===== src/rtl/mem_port_arbiter.sv =====
// mem_port_arbiter: shares the single external memory bus between the
// instruction-fetch stage and the memory-access stage of the Beta pipeline.
// Data accesses win arbitration, but after MAX_MEM_GRANTS consecutive data
// grants with a fetch waiting, the fetch is served next.
// Optional feature: define MEM_ARB_TIMEOUT_EN to enable the bus-ack watchdog.
module mem_port_arbiter #(
    parameter int MAX_MEM_GRANTS = 4,
    parameter int TIMEOUT_CYCLES = 255
) (
    input  logic        clk,
    input  logic        rst_n,
    input  logic        if_req,
    input  logic [31:0] if_addr,
    output logic [31:0] if_rdata,
    output logic        if_valid,
    output logic        if_stall,
    input  logic        mem_req,
    input  logic        mem_we,
    input  logic [31:0] mem_addr,
    input  logic [31:0] mem_wdata,
    output logic [31:0] mem_rdata,
    output logic        mem_valid,
    output logic        mem_stall,
    output logic        bus_req,
    output logic        bus_we,
    output logic [31:0] bus_addr,
    output logic [31:0] bus_wdata,
    input  logic [31:0] bus_rdata,
    input  logic        bus_ack,
    output logic        timeout_err
);

    typedef enum logic [1:0] {IDLE, BUS_IF, BUS_MEM, RESP} state_t;

    localparam logic [3:0]  MEM_LIMIT  = 4'(MAX_MEM_GRANTS);
    localparam logic [31:0] TIMEOUT_DATA = 32'hDEAD_BEEF;

    if (MAX_MEM_GRANTS < 1 || MAX_MEM_GRANTS > 15) begin : g_bad_max_grants
        $error("mem_port_arbiter: MAX_MEM_GRANTS must be in 1..15");
    end
    if (TIMEOUT_CYCLES < 1 || TIMEOUT_CYCLES > 255) begin : g_bad_timeout
        $error("mem_port_arbiter: TIMEOUT_CYCLES must be in 1..255");
    end

    state_t     state;
    state_t     state_next;
    logic [3:0] mem_cnt;
    logic       served_mem;
    logic       grant_if;
    logic       grant_mem;
    logic       ack_done;
    logic       wd_expire;
    logic       in_bus;

`ifdef MEM_ARB_TIMEOUT_EN
    localparam logic [7:0] WD_LIMIT = 8'(TIMEOUT_CYCLES - 1);
    logic [7:0] wd_cnt;
`endif

    assign in_bus    = (state == BUS_IF) || (state == BUS_MEM);
    assign bus_req   = in_bus;
    assign if_valid  = (state == RESP) && !served_mem;
    assign mem_valid = (state == RESP) && served_mem;
    assign if_stall  = if_req && !if_valid;
    assign mem_stall = mem_req && !mem_valid;

    // State register; reset abandons any bus transaction immediately.
    always_ff @(posedge clk or negedge rst_n) begin
        if (!rst_n) begin
            state <= IDLE;
        end else begin
            state <= state_next;
        end
    end

    // Arbitration, bus completion and watchdog expiry decide the next state.
    always_comb begin
        state_next = state;
        grant_if   = 1'b0;
        grant_mem  = 1'b0;
        ack_done   = 1'b0;
        wd_expire  = 1'b0;
        case (state)
            IDLE: begin
                if (mem_req && (!if_req || (mem_cnt < MEM_LIMIT))) begin
                    grant_mem  = 1'b1;
                    state_next = BUS_MEM;
                end else if (if_req) begin
                    grant_if   = 1'b1;
                    state_next = BUS_IF;
                end
            end
            BUS_IF, BUS_MEM: begin
                if (bus_ack) begin
                    ack_done   = 1'b1;
                    state_next = RESP;
                end
`ifdef MEM_ARB_TIMEOUT_EN
                else if (wd_cnt == WD_LIMIT) begin
                    wd_expire  = 1'b1;
                    state_next = RESP;
                end
`endif
            end
            RESP: begin
                state_next = IDLE;
            end
            default: begin
                state_next = IDLE;
            end
        endcase
    end

    // Latch the granted requester's address and payload for the whole transaction.
    always_ff @(posedge clk or negedge rst_n) begin
        if (!rst_n) begin
            bus_addr   <= 32'd0;
            bus_we     <= 1'b0;
            bus_wdata  <= 32'd0;
            served_mem <= 1'b0;
        end else if (grant_mem) begin
            bus_addr   <= mem_addr;
            bus_we     <= mem_we;
            bus_wdata  <= mem_wdata;
            served_mem <= 1'b1;
        end else if (grant_if) begin
            bus_addr   <= if_addr;
            bus_we     <= 1'b0;
            bus_wdata  <= 32'd0;
            served_mem <= 1'b0;
        end
    end

    // Count data grants made while a fetch is waiting, to bound fetch starvation.
    always_ff @(posedge clk or negedge rst_n) begin
        if (!rst_n) begin
            mem_cnt <= 4'd0;
        end else if (grant_if) begin
            mem_cnt <= 4'd0;
        end else if (grant_mem) begin
            mem_cnt <= if_req ? (mem_cnt + 4'd1) : 4'd0;
        end
    end

    // Capture returned data; stores never touch mem_rdata.
    always_ff @(posedge clk or negedge rst_n) begin
        if (!rst_n) begin
            if_rdata  <= 32'd0;
            mem_rdata <= 32'd0;
        end else if (ack_done) begin
            if (!served_mem) begin
                if_rdata <= bus_rdata;
            end else if (!bus_we) begin
                mem_rdata <= bus_rdata;
            end
        end else if (wd_expire) begin
            if (!served_mem) begin
                if_rdata <= TIMEOUT_DATA;
            end else if (!bus_we) begin
                mem_rdata <= TIMEOUT_DATA;
            end
        end
    end

`ifdef MEM_ARB_TIMEOUT_EN
    // Watchdog: counts bus cycles without ack, restarting at every grant.
    always_ff @(posedge clk or negedge rst_n) begin
        if (!rst_n) begin
            wd_cnt <= 8'd0;
        end else if (grant_if || grant_mem) begin
            wd_cnt <= 8'd0;
        end else if (in_bus && !bus_ack) begin
            wd_cnt <= wd_cnt + 8'd1;
        end
    end

    // Sticky error flag, cleared only by reset.
    always_ff @(posedge clk or negedge rst_n) begin
        if (!rst_n) begin
            timeout_err <= 1'b0;
        end else if (wd_expire) begin
            timeout_err <= 1'b1;
        end
    end
`else
    assign timeout_err = 1'b0;
`endif

endmodule


===== config.mk =====
export PLATFORM = sky130hd
export DESIGN_NAME = mem_port_arbiter
export DESIGN_NICKNAME = d
export VERILOG_FILES = /design/src/rtl/mem_port_arbiter.sv
export SDC_FILE = /design/constraint.sdc
export NUM_CORES = 1
export LEC_CHECK = 0
export CAP_MARGIN = 10
export CORE_MARGIN = 5
export CORE_UTILIZATION = 44
export DETAILED_ROUTE_END_ITERATION = 10
export PLACE_DENSITY = 0.88
export SYNTH_ARGS = -nofsm -noshare
export SYNTH_HDL_FRONTEND = slang
export SYNTH_SLANG_ARGS = --single-unit
export TNS_END_PERCENT = 50

===== constraint.sdc =====
create_clock -name clk -period 2.4 [get_ports clk]
set_input_delay 0.24 -clock clk [delete_from_list [all_inputs] [get_ports clk]]
set_output_delay 0.24 -clock clk [all_outputs]
set_load 0.02 [all_outputs]

* Word level (Yosys, flattened, before mapping)
Cells that the tools add are included.
** Storage, ports and cells
- Memories :: 0
- RAM bits :: 0
- Input port bits :: 134
- Bits in latches :: 0
- Flip-flop bits (word level) :: 136
- Memory bits (read-only) :: 0
- Word-level logic and storage cells :: 55
** Cells by class
- Reductions and logical operators :: 17
- Mux-type cells :: 21
- Bitwise gates (word level) :: 2
- Shift operators :: 0
- Eq/ne operators :: 5
- Div/mod/pow operators :: 0
- Add/sub/neg operators :: 1
- Order comparisons :: 1
- Multipliers :: 0
** Operator list (number)
- two-way mux 32 bit :: 4
- two-way mux 4 bit :: 3
- two-way mux 1 bit :: 10
- two-way mux 2 bit :: 3
- case mux 2 bit (3 select lines) :: 1
- logical AND 1 bit :: 5
- adder 4 x 1 -> 4 bit (second input constant) :: 1
- equality test 2 bit (second input constant) :: 2
- zero test 1 bit :: 4
- less-than comparator 4 x 3 -> 1 bit (second input constant) :: 1
- AND reduction 2 bit :: 2
- != test 3 bit (second input constant) :: 1
- AND reduction 3 bit :: 1
- equality test 2 x 1 -> 1 bit (second input constant) :: 1
- zero test 2 bit :: 1
- logical OR 1 bit :: 2
- != test 2 bit (second input constant) :: 1
- NOT 1 bit :: 2
- nonzero test 2 bit :: 1
- OR reduction 2 bit :: 1

* Depth between registers and ports, before layout
- Depth in word-level cells :: 7
- Mapped depth :: 8
- Gate-level depth less buffers :: 5

* Worst setup path before layout
No wires, ideal clock.
- Kind :: reg2reg
- Start point :: register state[1]
- End point :: register mem_rdata[10]
- Data required time :: 2.272 ns
- Path slack :: 0.701 ns
- Data arrival time :: 1.572 ns
- Stages on the path, launching flop included :: 6
- Path through :: dfrtp_1 inv_1 ha_1 nand4b_1 buf_2 mux2_1
** On the way
- Cells in the longest elaborated chain, start to end :: 4
- Elaborated cells between the ends (all ways) :: 5
- Those cells by class :: eq/ne (2); mux (1); reduce/logical (2)
** RTL lines
- start, declared :: RTL line 45 : state_t state;
- start signal, assigned :: RTL line 72 : state <= state_next;
- equality test 2 x 1 -> 1 bit / equality test 2 bit (equally long branches) :: RTL line 83 : case (state)
- OR reduction 2 bit * :: RTL line 83
- two-way mux 1 bit * :: RTL line 83
- AND reduction 3 bit (no source line) *
- end signal, assigned :: RTL line 154 : mem_rdata <= bus_rdata;
- end, declared :: RTL line 21 : output logic [31:0] mem_rdata,
Mark *: on every way between the ends. The rest lies on a longest branch, timed or not.
A chain may end at the register's enable or synchronous reset.

* Final worst setup path
- Start point :: register state[1]
- End point :: output port mem_stall
** On the way
- Cells in the longest elaborated chain, start to end :: 4
** RTL lines
- equality test 2 bit :: RTL line 63 : assign mem_valid = (state == RESP) && served_mem;
- logical AND 1 bit :: RTL line 63
- zero test 1 bit :: RTL line 65 : assign mem_stall = mem_req && !mem_valid;
- logical AND 1 bit :: RTL line 65
- end, declared :: RTL line 23 : output logic mem_stall,
No other way between the ends.

==> summary.md <==
| Metric | Value |
|---|---|
| Final nets | 834 |
| Startpoint Class | flip-flop |
| Via count | 4597 |
| Starting DRT DRC Count | 282 |
| Root Buffer | clkbuf_16 |
| Cell variety after synth | 31 |
| Crit-path max cell delay | 0.63 ns |
| Hold Path Class | input pin to async pin |
| Yosys synthesis warning count | 0 |
| Slowest-stage cell, CP | clkdlybuf4s50_1 |
| PD cells | 1391 nW/um^2 |
| Met3 GRT Util | 7.091% |
| Number of global-route vias before repair | 5032 |
| Max Cap Violations | 0 |
| Most frequent cells after synthesis | dfrtp_1, mux2_1, nand2_1, a22o_1 |
| CP Max Fanout | 3 |
| P_leak | 0.003825 uW |
| Unrepaired setup endpoints after global routing | no |
| Run status | finished, final reports clean |
| Remaining antenna violation count after routing | 0 |
| Synth Register Bits | 136 |
| Buf/Inv on CP | 1 |
| Cell chain of the critical path | ha_1 -> and2_1 -> nor2b_1 -> clkdlybuf4s50_1 |
| Largest net degree at the start of global routing | 59 |
| Clock Sinks | 136 |
| Layout cells sized above 1 | 6.911% |
| Psw | 4604 uW |
| Bufs on Longest Clock Path | 2 |
| Max Slew Vio Count | 0 |
| Tot GR Track Use | 22.60% |
| Min Hold Slack | 0.3632 ns |
| WP data required | 2.16 ns |
| Core area | 12620 um^2 |
| P_int | 7993 uW |
| Cts bufs inserted | 17 |
| Fill cell total of the finished layout | 886 |
| Tmin final | 2.183 ns |
| Starting density of the core | 44.71% |
| Syn Inst Count | 433 |
| Buffer count from post-CTS setup fixing | 0 |
| CP Capture Type | output pin |
| Slew @ Worst Pin | 0.7045 ns |
| Row count | 41 |
| Die area | 15190 um^2 |
| Die X | 123.2 um |
| Synth area leader | dfrtp_1 |
| Max IR drop VDD | 0.6677 mV |
| Clk_lat worst skew | 0.40 ns |
| Synth Area in XOR/XNOR | 0.1552% |
| Top-count cell post-synth | dfrtp_1 |
| Total gr overflow | 0 |
| Initial antenna violation count | 0 |
| Switch share | 36.55% |
| Post-synthesis instance area | 5642 um^2 |
| Period utilization | 90.97% |
| Final Skew | 0.006529 ns |
| Fmax | 458.0 MHz |
| Synth Area in Compound Gates | 13.46% |
| Number of vias per cell | 5.218 |
| Combinational power share | 47.6% |
| Final hold viol count | 0 |
| GPL Wtd Cong | 0.7936 |
| Grt met2 use | 38.63% |
| Mux share of post-synthesis cell area | 13.15% |
| Footprint of the multi-input gates | 2021 um^2 |
| CP Class | flip-flop to output pin |
| Post-DP HPWL | 12740 um |
| Sequential share of the synthesized area | 60.32% |
| Antenna Cells | 0 |
| Reg clk slew, reported paths | 0.06 ns |
| IO Count | 269 |
| Syn Nets | 571 |
| PortBufs | 267 |
| Synth area leaders | dfrtp_1, mux2_1, a22o_1 |
| Syn Area/Cell | 13.03 um^2 |
| Seq pwr share | 31.8% |
| Number of flops mapped to enable cells by yosys | 0 |
| First-pass iteration count of the detailed router | 4 |
| Ys flop type | dfrtp_1 |
| Final Setup Violations | 0 |
| First-pass GRT wire length | 26610 um |
| Critical path's top delay family | buffers and inverters |
| TritonCTS clock tree | built |
| Setup TNS | 0 ns |
| Async set or reset register ratio after synthesis | 100.0% |
| CP Data Arrival Time | 1.94 ns |
| Adder-cell area share of the yosys netlist | 0.8871% |
| Routed length per instance | 19.33 um |
| Power share of the clock group | 20.7% |
| CTS H-tree lvls | 4 |
| Overall routed net length | 17030 um |
| Area growth, synth to finish | 60.57% |
| Met1 Use GR | 26.74% |
| Busiest layer in global routing | met2 |
| Detailed-route DRC error count | 0 |
| Simple-gate share of the synthesized area | 7.895% |
| Max transition margin | 53.03% |
| Die height | 123.2 um |
| Yosys top cell area share | 60.32% |
| Register area | 3403 um^2 |
| Main combinational cell family by area after synthesis | compound AO/OA/AOI/OAI gates |
-- per-stage QoR --
stage	setup WS (ns)	area [um^2]	total power (uW)	util, %	std cells
after floorplan	0.7009	5642	7017	-	433
after global placement	0.4079	8447	9791	66.93	848
after detailed placement	0.2809	8447	10060	66.93	848
after CTS	0.1958	9059	12720	71.78	881
after global routing	0.1408	9059	13250	71.78	881
final	0.2167	9059	12600	71.78	881
-- power by group through the flow --
stage / logic (uW) / clock network [uW] / registers, uW
after floorplan: 1840 / 0 / 5170
after global placement: 5850 / 0 / 3950
after detailed placement: 6040 / 0 / 4020
after CTS: 6060 / 2650 / 4010
after global routing: 6350 / 2760 / 4140
final: 5990 / 2600 / 4000
-- sequential cells by signal, indices dropped and copies added, names as in the netlist --
| signal | flops |
|---|---|
| bus_addr | 32 |
| mem_rdata | 32 |
| mem_cnt | 4 |
| bus_we | 1 |
| bus_wdata | 32 |
| if_rdata | 32 |
| state | 2 |
| served_mem | 1 |
-- placed cells by master (no fill, tap or decap), types with 11 or more instances in the layout --
| cell type | instances |
|---|---|
| a21oi_1 | 32 |
| a22o_1 | 33 |
| buf_4 | 11 |
| clkbuf_16 | 17 |
| clkdlybuf4s50_1 | 266 |
| dfrtp_1 | 136 |
| mux2_1 | 64 |
| nand2_1 | 35 |
| nor3b_1 | 32 |
| o31ai_1 | 32 |
-- what timing repair did --
item                      CTS  global route
hold buffers                1             0
gates resized for setup     0             0
hold endpoints to repair   52             0
-- cells by family (layout without fill, tap and decap cells) --
logic type	after synthesis	after routing
DFF	136	136
AOI/OAI and AO/OA	107	107
and+or+nand+nor	78	78
muxes	66	66
buffers and inverters	40	316
adders and majority gates	4	4
other	1	1
xor gates and xnor gates	1	1
-- path summary, 6_finish.rpt --
| path | from | to | slack (ns) | depth (start not counted) |
|---|---|---|---|---|
| hold reg to reg | bus_addr[29] | bus_addr[29] | 0.48 | 2 |
| max in group asynchronous | rst_n | bus_addr[19] | 1.29 | 3 |
| hold / removal | rst_n | if_rdata[29] | 0.36 | 2 |
| setup reg to reg | state[1] | if_rdata[14] | 0.51 | 5 |
| setup / recovery | state[1] | mem_stall | 0.22 | 4 |
| min in group clk | mem_wdata[12] | bus_wdata[12] | 0.44 | 2 |
-- area by class of cell --
| cell class | instances | share of cell area [%] |
|---|---|---|
| flip-flops and latches | 136 | 37.57 |
| repair buffers | 281 | 30.98 |
| multi-input cells | 257 | 22.31 |
| clock buffers | 23 | 5.387 |
| well taps | 172 | 2.376 |
| clock inverters | 9 | 1.257 |
| inverters | 3 | 0.1243 |
-- metal layers --
layer  routed length [um]  vias up
li1                     -     2103
met1                 6453     2233
met2                 8741      231
met3                 1416       30
met4                  420        0
met5                    0        -
No activity file was read; power rests on OpenSTA's default activity.
